**src/rtl/vetores_pkg.sv**
```systemverilog
// ---------------------------------------------------------------------------
// vetores_pkg
// Shared definitions for the vector-stream source (sequenciador_vetores)
// and its operand table (tabela_vetores).
//   estado_t     : FSM states of the sequencer (IDLE, RUN, DONE)
//   W_PADRAO     : default operand width
//   DEPTH_PADRAO : default number of table entries
//   pack_vet     : packs an {a,b} pair at the default width into a table word
// ---------------------------------------------------------------------------
package vetores_pkg;

    typedef enum logic [1:0] {
        IDLE,
        RUN,
        DONE
    } estado_t;

    localparam int unsigned W_PADRAO     = 3;
    localparam int unsigned DEPTH_PADRAO = 4;

    // Table word layout: a in the upper half, b in the lower half.
    function automatic logic [2*W_PADRAO-1:0] pack_vet(
        input logic [W_PADRAO-1:0] a,
        input logic [W_PADRAO-1:0] b
    );
        return {a, b};
    endfunction

endpackage

```
**src/rtl/sequenciador_vetores_tabela.sv**
```systemverilog
// ---------------------------------------------------------------------------
// tabela_vetores
// DEPTH x 2W register file holding packed {a,b} operand pairs.
// Synchronous write, asynchronous (combinational) read, no reset: contents
// survive a reset of the surrounding sequencer.
//   clk     : system clock, rising edge
//   wr_en   : write strobe (already qualified by the caller)
//   wr_addr : write address
//   wr_data : packed entry {a,b}
//   rd_addr : read address
//   rd_data : entry at rd_addr
// ---------------------------------------------------------------------------
module tabela_vetores
    import vetores_pkg::*;
#(
    parameter int unsigned W     = W_PADRAO,
    parameter int unsigned DEPTH = DEPTH_PADRAO,
    parameter int unsigned AW    = $clog2(DEPTH)
) (
    input  logic            clk,
    input  logic            wr_en,
    input  logic [AW-1:0]   wr_addr,
    input  logic [2*W-1:0]  wr_data,
    input  logic [AW-1:0]   rd_addr,
    output logic [2*W-1:0]  rd_data
);

    logic [2*W-1:0] mem [DEPTH];

    always_ff @(posedge clk) begin
        if (wr_en) begin
            mem[wr_addr] <= wr_data;
        end
    end

    assign rd_data = mem[rd_addr];

endmodule

```
**src/rtl/sequenciador_vetores.sv**
```systemverilog
// ---------------------------------------------------------------------------
// sequenciador_vetores
// Synthesizable operand source for the vector-operations stage. A small
// table of {a,b} pairs is loaded through a write port; on start the block
// streams min(num_vet, DEPTH) pairs, beginning at entry 0, over a
// valid/ready handshake, then pulses done for one cycle.
//   clk, rst_n : system clock (rising edge), asynchronous active-low reset
//   wr_en      : table write strobe (honoured only outside RUN)
//   wr_addr    : table write address
//   wr_data    : packed entry, [2W-1:W] = a, [W-1:0] = b
//   start      : begin streaming (sampled only in IDLE)
//   num_vet    : number of entries to stream
//   a, b       : registered operand pair to the consumer
//   valid      : a/b hold a pair
//   ready      : consumer accepts the pair when valid && ready
//   busy       : high while streaming
//   done       : one-cycle pulse after the last pair is accepted
// ---------------------------------------------------------------------------
module sequenciador_vetores
    import vetores_pkg::*;
#(
    parameter int unsigned W     = W_PADRAO,
    parameter int unsigned DEPTH = DEPTH_PADRAO,
    // Derived widths; not meant to be overridden.
    parameter int unsigned AW    = $clog2(DEPTH),
    parameter int unsigned CW    = $clog2(DEPTH + 1)
) (
    input  logic            clk,
    input  logic            rst_n,
    input  logic            wr_en,
    input  logic [AW-1:0]   wr_addr,
    input  logic [2*W-1:0]  wr_data,
    input  logic            start,
    input  logic [CW-1:0]   num_vet,
    output logic [W-1:0]    a,
    output logic [W-1:0]    b,
    output logic            valid,
    input  logic            ready,
    output logic            busy,
    output logic            done
);

    localparam logic [CW-1:0] DEPTH_CW = CW'(DEPTH);
    localparam logic [CW-1:0] UM_CW    = CW'(1);
    localparam logic [AW-1:0] UM_AW    = AW'(1);

    estado_t         estado, prox_estado;
    logic [AW-1:0]   indice, prox_indice;
    logic [CW-1:0]   cnt,    prox_cnt;
    logic [W-1:0]    prox_a, prox_b;
    logic            prox_valid;

    logic            tab_wr_en;
    logic [AW-1:0]   rd_addr;
    logic [2*W-1:0]  rd_dado;
    logic [CW-1:0]   cnt_inicial;

    // Writes are blocked while streaming so a running stream never sees
    // its source data change.
    assign tab_wr_en = wr_en && (estado != RUN);

    // Entry 0 is fetched on the start edge; afterwards the running index
    // points at the next entry to present.
    assign rd_addr = (estado == RUN) ? indice : '0;

    // Clamp so the stream never revisits entries through index wrap.
    assign cnt_inicial = (num_vet > DEPTH_CW) ? DEPTH_CW : num_vet;

    tabela_vetores #(
        .W     (W),
        .DEPTH (DEPTH),
        .AW    (AW)
    ) u_tabela (
        .clk     (clk),
        .wr_en   (tab_wr_en),
        .wr_addr (wr_addr),
        .wr_data (wr_data),
        .rd_addr (rd_addr),
        .rd_data (rd_dado)
    );

    // State and output registers.
    always_ff @(posedge clk or negedge rst_n) begin
        if (!rst_n) begin
            estado <= IDLE;
            indice <= '0;
            cnt    <= '0;
            a      <= '0;
            b      <= '0;
            valid  <= 1'b0;
        end else begin
            estado <= prox_estado;
            indice <= prox_indice;
            cnt    <= prox_cnt;
            a      <= prox_a;
            b      <= prox_b;
            valid  <= prox_valid;
        end
    end

    // Next-state and next-output logic.
    always_comb begin
        prox_estado = estado;
        prox_indice = indice;
        prox_cnt    = cnt;
        prox_a      = a;
        prox_b      = b;
        prox_valid  = valid;

        case (estado)
            IDLE: begin
                if (start) begin
                    if (num_vet == '0) begin
                        prox_estado = DONE;
                    end else begin
                        prox_estado = RUN;
                        prox_cnt    = cnt_inicial;
                        prox_a      = rd_dado[2*W-1:W];
                        prox_b      = rd_dado[W-1:0];
                        prox_valid  = 1'b1;
                        prox_indice = UM_AW;
                    end
                end
            end

            RUN: begin
                // Without a handshake everything holds, keeping a/b stable.
                if (valid && ready) begin
                    prox_cnt = cnt - UM_CW;
                    if (cnt > UM_CW) begin
                        prox_a      = rd_dado[2*W-1:W];
                        prox_b      = rd_dado[W-1:0];
                        prox_indice = indice + UM_AW;
                    end else begin
                        prox_valid  = 1'b0;
                        prox_estado = DONE;
                    end
                end
            end

            DONE: begin
                prox_estado = IDLE;
            end

            default: begin
                prox_estado = IDLE;
                prox_valid  = 1'b0;
            end
        endcase
    end

    assign busy = (estado == RUN);
    assign done = (estado == DONE);

endmodule

```
**config.mk**
```make
export PLATFORM = sky130hd
export DESIGN_NAME = sequenciador_vetores
export DESIGN_NICKNAME = d
export VERILOG_FILES = /design/src/rtl/vetores_pkg.sv /design/src/rtl/sequenciador_vetores_tabela.sv /design/src/rtl/sequenciador_vetores.sv
export SDC_FILE = /design/constraint.sdc
export NUM_CORES = 1
export LEC_CHECK = 0
export ABC_AREA = 0
export BUFFER_PORTS_ARGS = -buffer_cell sky130_fd_sc_hd__clkbuf_2
export CORE_MARGIN = 2
export CORE_UTILIZATION = 40
export DETAILED_ROUTE_END_ITERATION = 10
export PLACE_DENSITY = 0.61
export SETUP_SLACK_MARGIN = 0.2
export SLEW_MARGIN = 15
export SYNTH_ARGS = -nofsm -noshare
export SYNTH_HDL_FRONTEND = slang
export SYNTH_HIERARCHICAL = 1
export SYNTH_SLANG_ARGS = --single-unit
export TNS_END_PERCENT = 50
```
**constraint.sdc**
```tcl
create_clock -name clk -period 2.1 [get_ports clk]
set_input_delay 0.21 -clock clk [delete_from_list [all_inputs] [get_ports clk]]
set_output_delay 0.21 -clock clk [all_outputs]
set_load 0.02 [all_outputs]
```
# --- Word level (Yosys, flattened, before mapping) ---
# Memory sizes are Yosys's and may differ from the RTL's.
# Index checks and enable logic that the tools add are counted.
word_totals:
  register_bits: 14
  ram_bits: 24
  input_bits: 16
  output_inout_bits: 9
  elab_cells: 62
  memories: 1
op_classes:
  add_sub_neg: 2
  order_cmp: 2
  n_eq_ne: 8
  muxes: 33
  bitwise: 1
  reduce_logical: 9
memory_table:
  columns: ["name", "depth", "width", "rd", "rd_ports_with_merged_regs", "wr", "line", "rtl"]
  rows:
  - ["u_tabela.mem", 4, 6, 1, 0, 1, "sequenciador_vetores_tabela.sv:28", "logic [2*W-1:0] mem [DEPTH];"]
op_table:
  columns: ["operator", "n"]
  rows:
  - ["$mux W3", 12]
  - ["$mux W2", 9]
  - ["$pmux W3 S2", 3]
  - ["$reduce_and A5 Y1", 2]
  - ["$pmux W2 S2", 2]
  - ["$mux W1", 6]
  - ["$ne A2 B1 Y1 const B", 3]
  - ["$ne A2 B2 Y1 const B", 3]
  - ["$reduce_and A4 Y1", 1]
  - ["$gt A3 B1 Y1 const B", 1]
  - ["$gt A3 B3 Y1 const B", 1]
  - ["$logic_not A3 Y1", 1]
  - ["$pmux W1 S3", 1]
  - ["$reduce_and A3 Y1", 1]
  - ["$sub A3 B1 Y3 const B", 1]
  - ["$add A2 B1 Y2 const B", 1]
  - ["$eq A2 B1 Y1 const B", 1]
  - ["$eq A2 B2 Y1 const B", 1]
  - ["$logic_and A1 B1 Y1", 2]
  - ["$logic_not A2 Y1", 1]
  - ["$reduce_bool A2 Y1", 1]
  - ["$not A1 Y1", 1]

# --- Depth between registers and ports, before layout ---
# An unclocked memory read counts as a cell.
depth:
  ltp_word: 6
  ltp_mapped: 7
  depth_no_buf: 6

# --- Modules after synthesis ---
# The synthesis kept the hierarchy.
by_module_without_submodules:
  columns: ["module", "n_inst", "cells_per_inst", "area_each_um2", "seq_area_each_um2"]
  rows:
  - ["tabela_vetores", 1, 35, 898.4, 720.7]
  - ["sequenciador_vetores", 1, 71, 755.7, 350.3]

# --- Worst setup path after synthesis ---
# Ideal clock, no wire load.
synth_timing:
  kind: "register to register"
  start: "register estado[0]"
  end: "register a[0]"
  setup_time_ns: 0.125
  t_arrival_ns: 1.998
  required_time_ns: 1.975
  slack_ns: -0.022
  path_stages_with_launch: 8
  n_path_buf: 3
  period_less_slack_ns: 2.122
  cell_sequence: "dfrtp_1 buf_6 nor2b_1 clkbuf_1 and2_1 buf_6 mux4_2 mux2_2"
synth_between:
  elab_chain_len: 6
  elab_cells_between_ends: 15
  cone_classes: "eq/ne: 5; mux: 6; reduce/logical: 3; memory: 1"
synth_rtl:
  columns: ["element", "line", "rtl"]
  rows:
  - ["start: declaration", "sequenciador_vetores.sv:47", "estado_t estado, prox_estado;"]
  - ["start signal: assignment", "sequenciador_vetores.sv:92", "estado <= prox_estado;"]
  - ["$eq A2 B1 Y1 *", null, null]
  - ["via busy", "sequenciador_vetores.sv:39", "output logic busy,"]
  - ["$mux W2 *", "sequenciador_vetores.sv:64", "assign rd_addr = (estado == RUN) ? indice : '0;"]
  - ["via rd_addr[0]", "sequenciador_vetores.sv:54", "logic [AW-1:0] rd_addr;"]
  - ["$mem_v2 Z4 W6 *", null, null]
  - ["via rd_dado[3]", "sequenciador_vetores.sv:55", "logic [2*W-1:0] rd_dado;"]
  - ["$mux W3 (on tied branches)", "sequenciador_vetores.sv:130, sequenciador_vetores.sv:113", null]
  - ["$mux W3 (on tied branches)", "sequenciador_vetores.sv:128, sequenciador_vetores.sv:112", null]
  - ["$pmux W3 S2 *", "sequenciador_vetores.sv:110", "case (estado)"]
  - ["end signal: assignment", "sequenciador_vetores.sv:95", "a <= prox_a;"]
  - ["end: declaration", "sequenciador_vetores.sv:35", "output logic [W-1:0] a,"]
# The timed path passes the listed nets; every way through them passes the cells marked *. The select of a mux whose other input is x is not followed.
# A chain may end at the register's enable or synchronous reset.

# --- Worst setup path after layout ---
layout_timing:
  start: "register estado[0]"
  end: "register a[2]"
layout_between:
  elab_chain_len: 6
  elab_cells_between_ends: 15
  cone_classes: "eq/ne: 5; mux: 6; reduce/logical: 3; memory: 1"
layout_rtl:
  columns: ["element", "line"]
  rows:
  - ["$eq A2 B1 Y1", "sequenciador_vetores.sv:64, sequenciador_vetores.sv:110"]
  - ["$mux W2", "sequenciador_vetores.sv:64"]
  - ["$mem_v2 Z4 W6", null]
  - ["$mux W3 (on tied branches)", "sequenciador_vetores.sv:130, sequenciador_vetores.sv:113"]
  - ["$mux W3 (on tied branches)", "sequenciador_vetores.sv:128, sequenciador_vetores.sv:112"]
  - ["$pmux W3 S2", "sequenciador_vetores.sv:110"]
# Parallel ways exist; a longest one is shown, timed or not. The select of a mux whose other input is x is not followed.

==> reports/metrics.yaml <==
p_leak_nw: 0.798
viasPerCell: 5.07
cp_num_buf_inv: 1
worst-path-max-fanout: 8
ant_nets: 0
critPathKind: "flip-flop to flip-flop"
grt_usage_pct: 14.5
arrival_ns: 1.98
syn_nets: 124
hp-start: "wr_data[2]"
setup_viol: 0
rsz0062_at_grt: "no"
io_buffers: 24
clkLatencyLatePin_ns: 0.29
critical_path_required_ns: 2.27
cts.sinks: 38
hold_class: "input pin to flip-flop"
grt_max_degree: 15
dieArea_sq_um: 4670
grt_first_pass_wirelength_microns: 4710
first_global_vias: 1004
areaGrowthSynthToFinish_pct: 18.3
hold_depth: 1
netlist_instances: 106
power_density_nw_per_um2: 1390
firstDrtPassIters: 4
synth_seq_cells: 38
cp_slowest_cell: "dfrtp_1"
drcViolationCount: 0
cts_tree: "built"
synth_top_cell_area_share_pct: 43.6
r2r-end: "a[2]"
die_h_microns: 68.3
multi_input_area_sq_um: 547
post-place-ws_ns: 0.263
crit_family: "simple AND/OR/NAND/NOR gates"
pin_count: 25
worstSetupStartpoint: "estado[0]"
startpoint_type: "flip-flop"
cpPeakStageDelay_ns: 0.40
grt_antenna_before_repair: 0
grt_overflow: 0
nets: 155
relSlewSlack_pct: 69.9
period_share_pct: 85.9
tightestPinTransition_ns: 0.447
clk_pin_slew_ns: 0.07
cts_buffer_depth: 2
diodes: 0
drv_cap: 0
end_kind: "flip-flop"
rows: 23
register_area_sq_um: 1070
rr_startpoint: "estado[0]"
clock_skew_ns: 0.00959
start_util_pct: 41.4
synth_warnings: 6
hold_violations: 0
tns_ns: 0
clock.fmax_mhz: 555
final_cell_mix: "clkbuf_2, edfxtp_1, dfrtp_1"
reg2reg_depth: 5
yosysSeqAreaShare_pct: 64.8
period_minus_slack_ns: 1.80
fill_cells: 358
crit_chain: "buf_4 -> and4b_1 -> or2_2 -> nand2_4 -> mux2_2"
cts_buffers: 5
r2r_slack_ns: 0.30
routed_wl_microns: 2910
holdPathEnd: "u_tabela/mem[2][2]"
vdd_drop_max_v: 0.000587
fp.dieW_microns: 68.3
synth_top_cells_by_area: "edfxtp_1, dfrtp_1, mux4_2, mux2_2, nor2b_1"
layout-drive-gt1-share_pct: 38.4
avgSynthCellArea_sq_um: 15.6
status: "finished clean"
core_sq_um: 4000
via_count: 954
syn-cell-area_sq_um: 1650
wl_per_cell_microns: 15.5
drt-initial-drc-count: 69
cts-root-buf: "clkbuf_8"
synth.distinct_cells: 33
fin_ws_ns: 0.297
dp_hpwl_microns: 2160
htreeDepth: 2
gp_congestion: 0.765
synth_top_area_cell: "edfxtp_1"
whs_ns: 0.141
drv_slew: 0
## metrics by stage
stage | instances | area (sq um) | utilization [%] | total power, W
after global routing | 188 | 1960 | 48.9 | 0.00289
after global placement | 179 | 1830 | 45.8 | 0.00211
after CTS | 188 | 1950 | 48.7 | 0.00275
after detailed placement | 179 | 1830 | 45.8 | 0.00214
after floorplan | 106 | 1670 | - | 0.00191
final | 188 | 1960 | 48.9 | 0.00272
## power breakdown
part / total, W / internal, W / switching [W]
Combinational: 0.00105 / 0.000511 / 0.000541
Sequential: 0.00106 / 0.000958 / 0.000106
Clock: 0.000601 / 0.000349 / 0.000251
## sequential cells by signal, summed over array words and instances (netlist names)
| register | flops |
|---|---|
| valid | 1 |
| b | 3 |
| cnt | 3 |
| u_tabela/mem | 24 |
| a | 3 |
| indice | 2 |
| estado | 2 |
## synthesized netlist by cell type
cell / count
edfxtp_1: 24
dfrtp_1: 14
mux2_2: 6
mux4_2: 6
a21oi_1: 5
nand2_1: 5
nor2b_1: 5
inv_1: 4
o21ai_0: 3
a211oi_1: 2
a31oi_1: 2
and2_1: 2
and3b_1: 2
and4b_1: 2
buf_6: 2
ha_1: 2
nand2b_1: 2
nor2_1: 2
nor3b_1: 2
a211o_1: 1
a21boi_4: 1
a21o_1: 1
a221oi_1: 1
a311oi_1: 1
and3_1: 1
buf_2: 1
clkbuf_1: 1
mux2i_1: 1
nand2_2: 1
nor4_1: 1
o21bai_1: 1
or2_2: 1
or4_4: 1
## cells by family after synthesis
| family | count (synthesis) | synth area share, % |
|---|---|---|
| flip-flops | 38 | 64.8 |
| AND/OR/NAND/NOR | 27 | 10.4 |
| AO/OA/AOI/OAI | 18 | 7.72 |
| multiplexers | 13 | 12.9 |
| buffers and inverters | 8 | 2.80 |
| adder cells (fa/ha/maj) | 2 | 1.51 |
## final cells by class
class                           instances  share of cell area [%]
Clock inverter                          3                    2.05
Multi-Input combinational cell         60                    27.9
Sequential cell                        38                    54.7
Timing Repair Buffer                   28                    7.80
Clock buffer                            5                    3.52
Inverter                                4                   0.767
Tap cell                               50                    3.20
## how the worst max path moves through the flow
stage | cells past startpoint | end | slack, ns
3_5_place_dp | 5 | b[2] | 0.26
3_3_place_gp | 5 | b[0] | 0.26
6_report | 5 | a[2] | 0.30
5_1_grt | 5 | cnt[0] | 0.22
4_1_cts | 5 | a[2] | 0.25
2_1_floorplan | 7 | a[0] | 0.21
## repair_timing
action	in CTS	in global routing
endpoints found under the hold margin	14	0
hold buffers	1	0
setup endpoints to repair	0	6
gates resized for setup	0	2
setup buffers	0	0
## metal layers
metal	vias up	global-route usage [%]	part of all wire, %	wire (microns)
met5	-	0	0	0
met4	0	6.00	0.62	18
met3	2	4.93	4.1	120
met2	17	24.4	51	1490
met1	470	17.0	44	1280
li1	465	-	-	-
(Power assumes the default switching activity.)
